**config.mk**
```make
export PLATFORM = sky130hd
export DESIGN_NAME = i2c_controller_fifo
export DESIGN_NICKNAME = d
export VERILOG_FILES = /design/src/rtl/i2c_ctrl_pkg.sv /design/src/rtl/i2c_sync_fifo.sv /design/src/rtl/i2c_controller_fifo.sv
export SDC_FILE = /design/constraint.sdc
export NUM_CORES = 1
export LEC_CHECK = 0
export ABC_AREA = 1
export CAP_MARGIN = 10
export CORE_ASPECT_RATIO = 2
export CORE_MARGIN = 2
export CORE_UTILIZATION = 55
export CTS_BUF_LIST = sky130_fd_sc_hd__clkbuf_4 sky130_fd_sc_hd__clkbuf_8
export DETAILED_ROUTE_END_ITERATION = 8
export PLACE_DENSITY = 0.81
export SETUP_SLACK_MARGIN = 0.02
export SLEW_MARGIN = 0
export SYNTH_ARGS = -nofsm -noshare
export SYNTH_HDL_FRONTEND = slang
export SYNTH_HIERARCHICAL = 1
export SYNTH_SLANG_ARGS = --single-unit
```
**constraint.sdc**
```tcl
create_clock -name clk -period 2.55 [get_ports clk]
set_input_delay 0.51 -clock clk [delete_from_list [all_inputs] [get_ports clk]]
set_output_delay 0.51 -clock clk [all_outputs]
set_load 0.005 [all_outputs]
```
**src/rtl/i2c_ctrl_pkg.sv**
```systemverilog
// Shared encodings for the I2C controller top layer: mode FSM states and the
// default local address.
package i2c_ctrl_pkg;

    localparam logic [1:0] ST_IDLE   = 2'b00;
    localparam logic [1:0] ST_SLAVE  = 2'b01;
    localparam logic [1:0] ST_MASTER = 2'b10;

    localparam logic [6:0] DEF_RESET_ADDR = 7'h49;

endpackage

```
**src/rtl/i2c_sync_fifo.sv**
```systemverilog
// Single-clock byte FIFO with occupancy count and synchronous flush.
// FIFO_DEPTH must be a power of two so the pointers wrap naturally.
module i2c_sync_fifo #(
    parameter int DATA_W     = 8,
    parameter int FIFO_DEPTH = 4
) (
    input  logic                          clk,
    input  logic                          rst,
    input  logic                          flush,
    input  logic                          push,
    input  logic [DATA_W-1:0]             push_data,
    input  logic                          pop,
    output logic [DATA_W-1:0]             pop_data,
    output logic                          full,
    output logic                          empty,
    output logic [$clog2(FIFO_DEPTH):0]   level
);

    localparam int PTR_W = $clog2(FIFO_DEPTH);

    logic [DATA_W-1:0] mem [FIFO_DEPTH];
    logic [PTR_W-1:0]  wr_ptr;
    logic [PTR_W-1:0]  rd_ptr;
    logic              do_push;
    logic              do_pop;

    assign full     = (level == (PTR_W+1)'(FIFO_DEPTH));
    assign empty    = (level == '0);
    assign do_push  = push & ~full;
    assign do_pop   = pop & ~empty;
    assign pop_data = mem[rd_ptr];

    always_ff @(posedge clk) begin
        if (rst || flush) begin
            wr_ptr <= '0;
            rd_ptr <= '0;
            level  <= '0;
        end else begin
            if (do_push) wr_ptr <= wr_ptr + 1'b1;
            if (do_pop)  rd_ptr <= rd_ptr + 1'b1;
            case ({do_push, do_pop})
                2'b10:   level <= level + 1'b1;
                2'b01:   level <= level - 1'b1;
                default: level <= level;
            endcase
        end
    end

    always_ff @(posedge clk) begin
        if (do_push && !flush) mem[wr_ptr] <= push_data;
    end

endmodule

```
**src/rtl/i2c_controller_fifo.sv**
```systemverilog
// I2C controller top layer: host FIFOs, bus start/stop monitor and mode FSM over the engines.
// Optional build macro I2C_ARB_RETRY_EN enables automatic master retries after arbitration loss.
module i2c_controller_fifo
    import i2c_ctrl_pkg::*;
#(
    parameter int                DATA_W       = 8,
    parameter int                FIFO_DEPTH   = 4,
    parameter int                ADDR_W       = 7,
    parameter logic [ADDR_W-1:0] RESET_ADDR   = ADDR_W'(DEF_RESET_ADDR),
    parameter int                SYNC_STAGES  = 2,
    parameter int                BUS_FREE_CYC = 64,
    parameter int                MAX_RETRY    = 3
) (
    input  logic                          clk,
    input  logic                          rst,
    input  logic                          enable,
    input  logic                          cmd_start,
    input  logic [ADDR_W-1:0]             set_local_addr,
    output logic [ADDR_W-1:0]             local_addr,
    input  logic [DATA_W-1:0]             tx_data,
    input  logic                          tx_valid,
    output logic                          tx_ready,
    output logic [DATA_W-1:0]             rx_data,
    output logic                          rx_valid,
    input  logic                          rx_ready,
    output logic [$clog2(FIFO_DEPTH):0]   tx_level,
    output logic [$clog2(FIFO_DEPTH):0]   rx_level,
    output logic [DATA_W-1:0]             core_wr_data,
    output logic                          core_wr_rdy,
    input  logic                          core_wr_reg_empty,
    input  logic [DATA_W-1:0]             core_rd_data,
    input  logic                          core_rd_reg_full,
    output logic                          core_rd_clr,
    input  logic                          core_arbit_fail,
    input  logic                          core_trans_stop,
    output logic                          master_en,
    output logic                          slave_en,
    output logic                          is_master,
    input  logic                          scl_i,
    input  logic                          sda_i,
    output logic                          bus_busy,
    output logic                          start_pend,
    output logic                          arbit_lost
);

    localparam int FREE_W = $clog2(BUS_FREE_CYC + 1);

    logic [SYNC_STAGES-1:0] scl_sync, sda_sync;
    logic                   scl_s, sda_s, sda_prev;
    logic                   start_det, stop_det, free_hit;
    logic [FREE_W-1:0]      free_cnt;
    logic [1:0]             state, state_nxt;
    logic                   idle, enter_master, arb_fail_evt, retry_ok;
    logic                   tx_full, tx_empty, rx_full, rx_empty;
    logic [DATA_W-1:0]      tx_head;
    logic                   tx_take, rx_take, wr_inflight, rd_inflight;

    assign scl_s     = scl_sync[SYNC_STAGES-1];
    assign sda_s     = sda_sync[SYNC_STAGES-1];
    assign start_det = scl_s & sda_prev & ~sda_s;
    assign stop_det  = scl_s & ~sda_prev & sda_s;
    // Clear on the same edge that free_cnt lands on BUS_FREE_CYC.
    assign free_hit  = scl_s & sda_s & (free_cnt == FREE_W'(BUS_FREE_CYC - 1));

    always_ff @(posedge clk) begin
        if (rst) begin
            scl_sync <= '1;
            sda_sync <= '1;
            sda_prev <= 1'b1;
            free_cnt <= '0;
            bus_busy <= 1'b0;
        end else begin
            scl_sync <= {scl_sync[SYNC_STAGES-2:0], scl_i};
            sda_sync <= {sda_sync[SYNC_STAGES-2:0], sda_i};
            sda_prev <= sda_s;
            if (!(scl_s && sda_s))
                free_cnt <= '0;
            else if (free_cnt != FREE_W'(BUS_FREE_CYC))
                free_cnt <= free_cnt + 1'b1;
            if (start_det)
                bus_busy <= 1'b1;
            else if (stop_det || free_hit)
                bus_busy <= 1'b0;
        end
    end

    always_comb begin
        state_nxt = state;
        if (!enable) begin
            state_nxt = ST_IDLE;
        end else begin
            case (state)
                ST_IDLE:   state_nxt = ST_SLAVE;
                ST_SLAVE:  if ((cmd_start || start_pend) && !bus_busy) state_nxt = ST_MASTER;
                ST_MASTER: if (core_arbit_fail || core_trans_stop) state_nxt = ST_SLAVE;
                default:   state_nxt = ST_IDLE;
            endcase
        end
    end

    assign idle         = (state == ST_IDLE);
    assign enter_master = (state == ST_SLAVE) && (state_nxt == ST_MASTER);
    assign arb_fail_evt = (state == ST_MASTER) && core_arbit_fail;
    assign master_en    = (state == ST_MASTER);
    assign slave_en     = (state == ST_SLAVE);
    assign is_master    = (state == ST_MASTER);

`ifdef I2C_ARB_RETRY_EN
    localparam int RETRY_W = $clog2(MAX_RETRY + 1);
    logic [RETRY_W-1:0] retry_cnt;

    assign retry_ok = arb_fail_evt && (retry_cnt < RETRY_W'(MAX_RETRY));

    always_ff @(posedge clk) begin
        if (rst || idle)
            retry_cnt <= '0;
        else if (retry_ok)
            retry_cnt <= retry_cnt + 1'b1;
        else if (!arb_fail_evt && (core_trans_stop || cmd_start))
            retry_cnt <= '0;
    end
`else
    assign retry_ok = 1'b0;
`endif

    always_ff @(posedge clk) begin
        if (rst) begin
            state      <= ST_IDLE;
            start_pend <= 1'b0;
            arbit_lost <= 1'b0;
            local_addr <= RESET_ADDR;
        end else begin
            state <= state_nxt;
            if (idle) begin
                start_pend <= 1'b0;
                arbit_lost <= 1'b0;
                local_addr <= set_local_addr;
            end else begin
                if (arb_fail_evt && !retry_ok)
                    arbit_lost <= 1'b1;
                else if (cmd_start)
                    arbit_lost <= 1'b0;
                if (retry_ok)
                    start_pend <= 1'b1;
                else if (enter_master || arb_fail_evt)
                    start_pend <= 1'b0;
                else if (cmd_start && bus_busy)
                    start_pend <= 1'b1;
            end
        end
    end

    // Engine handshakes are one-shot pulses; the in-flight flags wait for the
    // engine to acknowledge before another byte may move.
    assign tx_take = !idle && core_wr_reg_empty && !tx_empty && !wr_inflight;
    assign rx_take = !idle && core_rd_reg_full && !rx_full && !rd_inflight;

    always_ff @(posedge clk) begin
        if (rst || idle) begin
            core_wr_rdy  <= 1'b0;
            core_wr_data <= '0;
            wr_inflight  <= 1'b0;
            core_rd_clr  <= 1'b0;
            rd_inflight  <= 1'b0;
        end else begin
            core_wr_rdy <= tx_take;
            core_rd_clr <= rx_take;
            if (tx_take) begin
                core_wr_data <= tx_head;
                wr_inflight  <= 1'b1;
            end else if (!core_wr_reg_empty) begin
                wr_inflight  <= 1'b0;
            end
            if (rx_take)
                rd_inflight <= 1'b1;
            else if (!core_rd_reg_full)
                rd_inflight <= 1'b0;
        end
    end

    assign tx_ready = !tx_full && !idle;
    assign rx_valid = !rx_empty;

    i2c_sync_fifo #(.DATA_W(DATA_W), .FIFO_DEPTH(FIFO_DEPTH)) u_tx_fifo (
        .clk       (clk),
        .rst       (rst),
        .flush     (idle),
        .push      (tx_valid && tx_ready),
        .push_data (tx_data),
        .pop       (tx_take),
        .pop_data  (tx_head),
        .full      (tx_full),
        .empty     (tx_empty),
        .level     (tx_level)
    );

    i2c_sync_fifo #(.DATA_W(DATA_W), .FIFO_DEPTH(FIFO_DEPTH)) u_rx_fifo (
        .clk       (clk),
        .rst       (rst),
        .flush     (idle),
        .push      (rx_take),
        .push_data (core_rd_data),
        .pop       (rx_ready),
        .pop_data  (rx_data),
        .full      (rx_full),
        .empty     (rx_empty),
        .level     (rx_level)
    );

endmodule

```
==> results by group <==
Placed design
  – Count of buffers from port buffering: 73
  – HPWL after DPL: slightly below 8 mm
  – Instance area after placement: about 6000 µm²
  – Final weighted congestion in routability-driven placement: 0.841

Clocking
  – Number of buffers created by CTS: 17
  – Cell chosen for the clock root: sky130_fd_sc_hd__clkbuf_8
  – Clock Pin Slew Worst Setup and Hold Paths: about 60 ps
  – Worst-case clock buffer depth: 2
  – TritonCTS clock tree: built
  – Clock latency at the later pin of the worst-skew pair: approximately 420 ps
  – CTS H-tree depth: 4
  – CTS Sinks: approximately 120

Setup path
  – Number of buffer and inverter stages on the critical path: 2
  – Setup slack of the worst register-to-register path: between 200 and 300 ps
  – Reg2Reg Capture Point: u_rx_fifo/level[2]
  – Top Family by Delay on Critical Path: buffers and inverters
  – Required arrival time at the worst endpoint: approximately 2000 ps
  – Kind of critical path: reg2out
  – Maximum single-stage delay on the critical path: approximately 530 ps
  – Startpoint type of the worst setup path: register
  – Worst r2r src: state[1]
  – Crit path cell chain: buf_4 > o21ai_1 > o22ai_1 > clkdlybuf4s50_1
  – Capture point of the critical path: rx_data[1]
  – Arr. time, crit path: between 1500 and 2000 ps
  – Worst Path Max Fanout: 10
  – Worst r2r path cells: 14
  – Number of logic stages on the critical path including buffering: 4
  – Slowest cell on the critical path: sky130_fd_sc_hd__clkdlybuf4s50_1
  – Kind of capture point of the worst setup path: output pin

Pwr
  – Leakage dissipation: 2.35 nW
  – Switching part of the total power: 0.224
  – Sw power: 835 µW
  – Share of power burned in the clock network: 0.392
  – Largest vdd supply drop: between 0.4 and 0.5 mV
  – Seq pwr share: 0.549
  – Share of power burned in combinational logic: 0.059
  – Power density relative to cell area: 599 nW/µm²
  – Cell-internal power: just under 3 mW

Synthesis
  – Top cell type by total area after synthesis: sky130_fd_sc_hd__edfxtp_1
  – Synth area leaders: sky130_fd_sc_hd__edfxtp_1 (39%), sky130_fd_sc_hd__dfxtp_1 (22%), sky130_fd_sc_hd__nor2_1 (7.3%)
  – Area share of the largest cell type after synthesis: 0.388
  – Mean instance size in the synthesized netlist: approximately 10 µm²
  – Net count of the mapped netlist: around 540
  – Top FF cell, synth: sky130_fd_sc_hd__edfxtp_1
  – Share of synthesized flip-flops with an asynchronous set or reset: 0
  – Post-synthesis sequential element count: between 100 and 150
  – Post-synthesis instance area: 4960 µm²
  – Number of enable flip-flop cells after synthesis: between 60 and 70
  – Number of distinct library cells after synthesis: 30
  – Number of instances in the synthesized netlist: roughly 490
  – Count of yosys warnings during synthesis: 6
  – Sequential element share of the synthesized area: 0.606

Drt
  – Initial DRC count: approximately 210
  – DRC Markers: 0
  – Detail Route Antenna Nets: 0
  – DR vias: between 3,000 and 4,000
  – Detailed-route vias per instance: 5.22
  – Length of the first detailed-routing pass in iterations: 5
  – Post-DR wirelength/cell: 14.4 µm
  – Sum of routed wire length over all layers: between 10 and 15 mm

Die
  – Chip Height: around 140 µm
  – Top Ports: 74
  – Starting Density: 0.557
  – Cell Rows: slightly below 50
  – Core footprint: just under 9000 µm²
  – Die outline area: ~9800 µm²
  – Die Wd: a little over 70 µm

STA
  – Crit share post-route: 0.911
  – # setup viols final: 0
  – FMAX: approximately 0.43 GHz
  – RSZ-0062 raised after global routing: false
  – Worst slew pin tran: 468 ps
  – Clock skew: between 6 and 7 ps
  – Slew Limit Fails: 0
  – Setup TNS after final layout: 0 ps
  – Post-route worst hold slack: 424 ps
  – Final min period: 2320 ps
  – Number of hold-slack violations in the final timing report: 0
  – Slew headroom: 0.687

Run status
  – Status: finished clean

Finish
  – Synth-to-layout area growth: 25.3%
  – Number of antenna repair diodes: 0
  – Post-route design area: a little over 6000 µm²
  – Number of nets in the layout: 642
  – Fraction of final layout cells with drive strength greater than 1: 0.111

GRT
  – GRT Util Overall: 0.217
  – Via count of the first global-routing pass: 3,743
  – Global-route track usage on met1: 0.199
  – Wire length of the first global-routing pass: between 15 and 20 mm
  – Grt met3 use: 0.0590
  – Global route total overflow: 0
  – Maximum number of pins on one net before global-route repair: 18
  – Antenna violations before repair: 0
  – Most used routing layer: met2
  – Met2 Usage GRT: 0.421

Flow run
  – Number of maximum-capacitance violations: 0

Worst hold path
  – Kind of path behind the tightest hold check: reg2reg
-- power by group through the flow --
stage               Sequential, mW  Clock, mW  Combinational (mW)
global route                  2.04       1.58               0.241
detailed placement            2.08          0               0.218
CTS                           2.04       1.50               0.220
finish                        2.04       1.46               0.219
floorplan                     2.08          0              0.0936
global placement              2.08          0               0.211
-- state kept, by name, indices dropped and copies added (netlist names), 2 cells and up, named ones only --
register          flops
local_addr            7
free_cnt              7
u_rx_fifo/rd_ptr      2
u_rx_fifo/wr_ptr      2
sda_sync              2
u_tx_fifo/mem        32
u_rx_fifo/mem        32
u_tx_fifo/level       3
u_tx_fifo/rd_ptr      2
state                 2
u_rx_fifo/level       3
scl_sync              2
u_tx_fifo/wr_ptr      2
core_wr_data          8
-- worst register-to-register path, cell delays in order (launching register included) --
cell and delay [ps]:
sky130_fd_sc_hd__dfxtp_1 340, sky130_fd_sc_hd__nor2_4 300, sky130_fd_sc_hd__inv_1 240, sky130_fd_sc_hd__nand3_1 140
sky130_fd_sc_hd__inv_1 100, sky130_fd_sc_hd__nand2_1 90, sky130_fd_sc_hd__ha_1 170, sky130_fd_sc_hd__inv_1 70
sky130_fd_sc_hd__fa_1 380, sky130_fd_sc_hd__inv_1 60, sky130_fd_sc_hd__nand2_1 60, sky130_fd_sc_hd__nand3_1 70
sky130_fd_sc_hd__nand2_1 50, sky130_fd_sc_hd__inv_1 60, sky130_fd_sc_hd__nor2_1 40
-- metrics by stage --
step,utilization,total power [mW],setup WS [ps],std cells
floorplan,-,2.17,413,493
global placement,0.659,2.29,133,676
detailed placement,0.659,2.30,31.6,676
CTS,0.698,3.76,99.3,708
global route,0.698,3.86,27.4,708
finish,0.698,3.72,228,708
-- final cells by class --
cell class                      instances  area [µm²]
Sequential cell                       118        3000
Fill cell                             661        2680
Multi-Input combinational cell        303        1640
Timing Repair Buffer                   88         843
Inverter                               65         246
Clock buffer                           17         234
Tap cell                              102         128
Clock inverter                         15         115
-- cell usage after synthesis, types with 2 or more instances --
| master | count |
|---|---|
| sky130_fd_sc_hd__a21oi_1 | 22 |
| sky130_fd_sc_hd__buf_6 | 5 |
| sky130_fd_sc_hd__dfxtp_1 | 54 |
| sky130_fd_sc_hd__edfxtp_1 | 64 |
| sky130_fd_sc_hd__fa_1 | 2 |
| sky130_fd_sc_hd__ha_1 | 12 |
| sky130_fd_sc_hd__inv_1 | 61 |
| sky130_fd_sc_hd__inv_2 | 2 |
| sky130_fd_sc_hd__nand2_1 | 60 |
| sky130_fd_sc_hd__nand3_1 | 17 |
| sky130_fd_sc_hd__nand3_4 | 4 |
| sky130_fd_sc_hd__nand3b_1 | 14 |
| sky130_fd_sc_hd__nand4_1 | 5 |
| sky130_fd_sc_hd__nor2_1 | 96 |
| sky130_fd_sc_hd__nor2_4 | 2 |
| sky130_fd_sc_hd__nor2_8 | 2 |
| sky130_fd_sc_hd__nor3_1 | 2 |
| sky130_fd_sc_hd__o21ai_0 | 33 |
| sky130_fd_sc_hd__o21ai_1 | 2 |
| sky130_fd_sc_hd__o21ai_2 | 6 |
| sky130_fd_sc_hd__o22ai_1 | 16 |
| sky130_fd_sc_hd__or2_2 | 4 |
-- metal layers --
layer,part of all wire,up-vias
met5,0,-
met2,0.60,101
met4,0.012,0
met3,0.045,13
li1,-,1843
met1,0.34,1737
-- cell usage in the layout (no fill, tap or decap), drive strengths merged, types with 16 or more instances in the layout --
cell / synthesis / routed
nor2: 100 / 100
clkdlybuf4s50: 0 / 73
edfxtp: 64 / 64
inv: 64 / 64
nand2: 61 / 61
dfxtp: 54 / 54
o21ai: 41 / 41
a21oi: 22 / 22
nand3: 21 / 21
clkbuf: 0 / 17
o22ai: 16 / 16
-- how the worst min path moves through the flow --
stage                   to  cells after the start        start
2_1_floorplan  scl_sync[1]                      1  scl_sync[0]
3_3_place_gp   sda_sync[1]                      1  sda_sync[0]
3_5_place_dp   sda_sync[1]                      1  sda_sync[0]
4_1_cts        scl_sync[1]                      1  scl_sync[0]
5_1_grt        scl_sync[1]                      1  scl_sync[0]
6_report       scl_sync[1]                      1  scl_sync[0]
-- timing repair --
action	in CTS	in global routing
endpoints found under the setup margin	0	1
hold buffers	0	0
resized for setup	0	2
setup buffers	0	0
-- cell families after synthesis --
group,Yosys count,share of synthesized area
AOI/OAI and AO/OA,80,0.0899
and+or+nand+nor,208,0.200
buffers and inverters,72,0.0636
xor gates and xnor gates,1,0.00177
DFF,118,0.606
adders and majority gates,14,0.0384
Power figures use the tool's default switching activity.
==> RTL change (same settings) <==
Register the output `tx_level`, with the module's reset; this adds one clock of latency there. The other outputs are not delayed to match.
--- a/src/rtl/i2c_controller_fifo.sv
+++ b/src/rtl/i2c_controller_fifo.sv
@@ -45,6 +45,8 @@
 
     localparam int FREE_W = $clog2(BUS_FREE_CYC + 1);
 
+    logic [$clog2(FIFO_DEPTH):0] tx_level_d;
+
     logic [SYNC_STAGES-1:0] scl_sync, sda_sync;
     logic                   scl_s, sda_s, sda_prev;
     logic                   start_det, stop_det, free_hit;
@@ -191,7 +193,7 @@
         .pop_data  (tx_head),
         .full      (tx_full),
         .empty     (tx_empty),
-        .level     (tx_level)
+        .level     (tx_level_d)
     );
 
     i2c_sync_fifo #(.DATA_W(DATA_W), .FIFO_DEPTH(FIFO_DEPTH)) u_rx_fifo (
@@ -207,5 +209,13 @@
         .level     (rx_level)
     );
 
+    always_ff @(posedge clk) begin
+        if (rst) begin
+            tx_level <= '0;
+        end else begin
+            tx_level <= tx_level_d;
+        end
+    end
+
 endmodule
 
Behaviour: not the same (a bounded check fails within 4 cycles, from zero or initial values and one cycle with rst high).
==> RTL change against the original RTL <==
Sequential share of layout area is 0.68 points lower; global-route usage is 2.0 points higher; power is 8.7% higher; non-clock buffer count is 2 higher; synthesized area is 2.9% higher; clock skew is 0.0039 ns higher; first-iteration DRC count is 5.3% higher; synthesized cell count is 1.8% higher; routed wire length is 9.9% higher; sequential cell count is 3 higher; setup slack worse by 0.014 ns; clock power is 18% higher; final area is 3.4% higher.
==> RTL change: results (changes against the original RTL) <==
Parameter                              Value

Global routing
  Maximum number of pins on one net before global-route repair ... 17 (was 18)
  Overall fraction of global-route tracks in use ... 23.7% (was 21.7%)
  Number of global-route vias before repair ... 4006 (was 3743)
  Wire length of the first global-routing pass ... 18.0 mm (was 16.6 mm)

Route
  DRT Pass-1 Iters ... 4 (was 5)
  Vias per cell ... 5.31 (was 5.22)
  Number of violations reported at the end of detailed-routing iteration 0 ... 220 (was 209)

Placement
  Detail Placement HPWL ... 8.43 mm (was 7.78 mm)
  Post-Place Cell Area ... 6000 µm² (was 5860 µm²)
  Placed Instances ... 685 (was 676)
  Gpl congestion ... 0.788 (was 0.841)

STA
  Slew Limit Headroom ... 67.3% (was 68.7%)

Outcome
  Outcome ... completed (unchanged)

Layout
  Layout fillers ... 660 (was 661)
  Post-layout instance count excluding filler cells ... 719 (was 708)
  Fraction of final layout cells sized beyond drive strength 1 ... 14.9% (was 11.1%)
  # nets final ... 653 (was 642)

Logic synthesis
  Synth cell count leaders ... 82 x sky130_fd_sc_hd__nor2_1, 64 x sky130_fd_sc_hd__edfxtp_1, 62 x sky130_fd_sc_hd__inv_1 (was 96 x sky130_fd_sc_hd__nor2_1, 64 x sky130_fd_sc_hd__edfxtp_1, 61 x sky130_fd_sc_hd__inv_1)
  Synthesized net count ... 551 (was 542)
  Cells taking the most area after synthesis ... sky130_fd_sc_hd__edfxtp_1 38%, sky130_fd_sc_hd__dfxtp_1 22%, sky130_fd_sc_hd__nor2_1 6.0% (was sky130_fd_sc_hd__edfxtp_1 39%, sky130_fd_sc_hd__dfxtp_1 22%, sky130_fd_sc_hd__nor2_1 7.3%)
  Sequential area share after synthesis ... 60.1% (was 60.6%)

Pwr
  Peak supply drop ... 0.597 mV (was 0.422 mV)

Worst setup path
  Setup slack, reg-to-reg ... 0.29 ns (was 0.27 ns)
  R2r worst-path depth ... 16 (was 14)

Worst hold path
  Origin of the worst min-delay path ... sda_sync[0] (was scl_sync[0])
[RTL change: through the flow]
step	utilization (%)	hold WS [ns]	setup slack, ns
finish	71.3	0.425	0.214
global route	71.3	0.439	0.0918
CTS	71.1	0.422	0.0790
detailed placement	66.6	0.402	0.0154
global placement	66.6	0.394	0.0950
floorplan	-	0.389	0.408
[RTL change: cells by family after synthesis]
group / count (synthesis) / share of synthesized area, %
compound gates: 80 / 8.73
xor+xnor: 1 / 0.172
fa+ha+maj: 14 / 3.73
buf+inv: 75 / 6.60
flops: 121 / 60.1
simple gates: 211 / 20.7
[RTL change: power by group]
part | internal, µW | switching (µW)
sequential | 2070 | 16.9
clock | 1020 | 703
combinational | 116 | 113
[RTL change: how the worst max path moves through the flow]
stage | from | to | cells past startpoint
after detailed placement | core_wr_reg_empty | u_tx_fifo/level[2] | 16
after global placement | core_wr_reg_empty | u_tx_fifo/level[2] | 16
final | flip-flop | rx_data[3] | 4
after floorplan | u_tx_fifo/level[2] | u_tx_fifo/level[2] | 17
after global routing | flip-flop | rx_data[3] | 4
after CTS | flip-flop | rx_data[3] | 4
[RTL change: timing repair]
action / in CTS / in global routing
gates resized for setup: 0 / 2
setup endpoints to repair: 0 / 3
setup buffers: 0 / 2
hold buffers: 0 / 0
[RTL change: layer usage]
| layer | track usage, % | wire, µm |
|---|---|---|
| met1 | 20.0 | 3660 |
| met2 | 46.6 | 6830 |
| met3 | 5.83 | 493 |
| met4 | 13.1 | 259 |
| met5 | 0 | 0 |
[RTL change: final cells by class]
cell class / count / share of cell area [%]
multi-input combinational: 306 / 26.5
clock buffer: 22 / 4.32
clock inverter: 10 / 1.97
timing repair buffer: 90 / 13.4
inverter: 68 / 4.17
tap: 102 / 1.99
sequential: 121 / 47.7
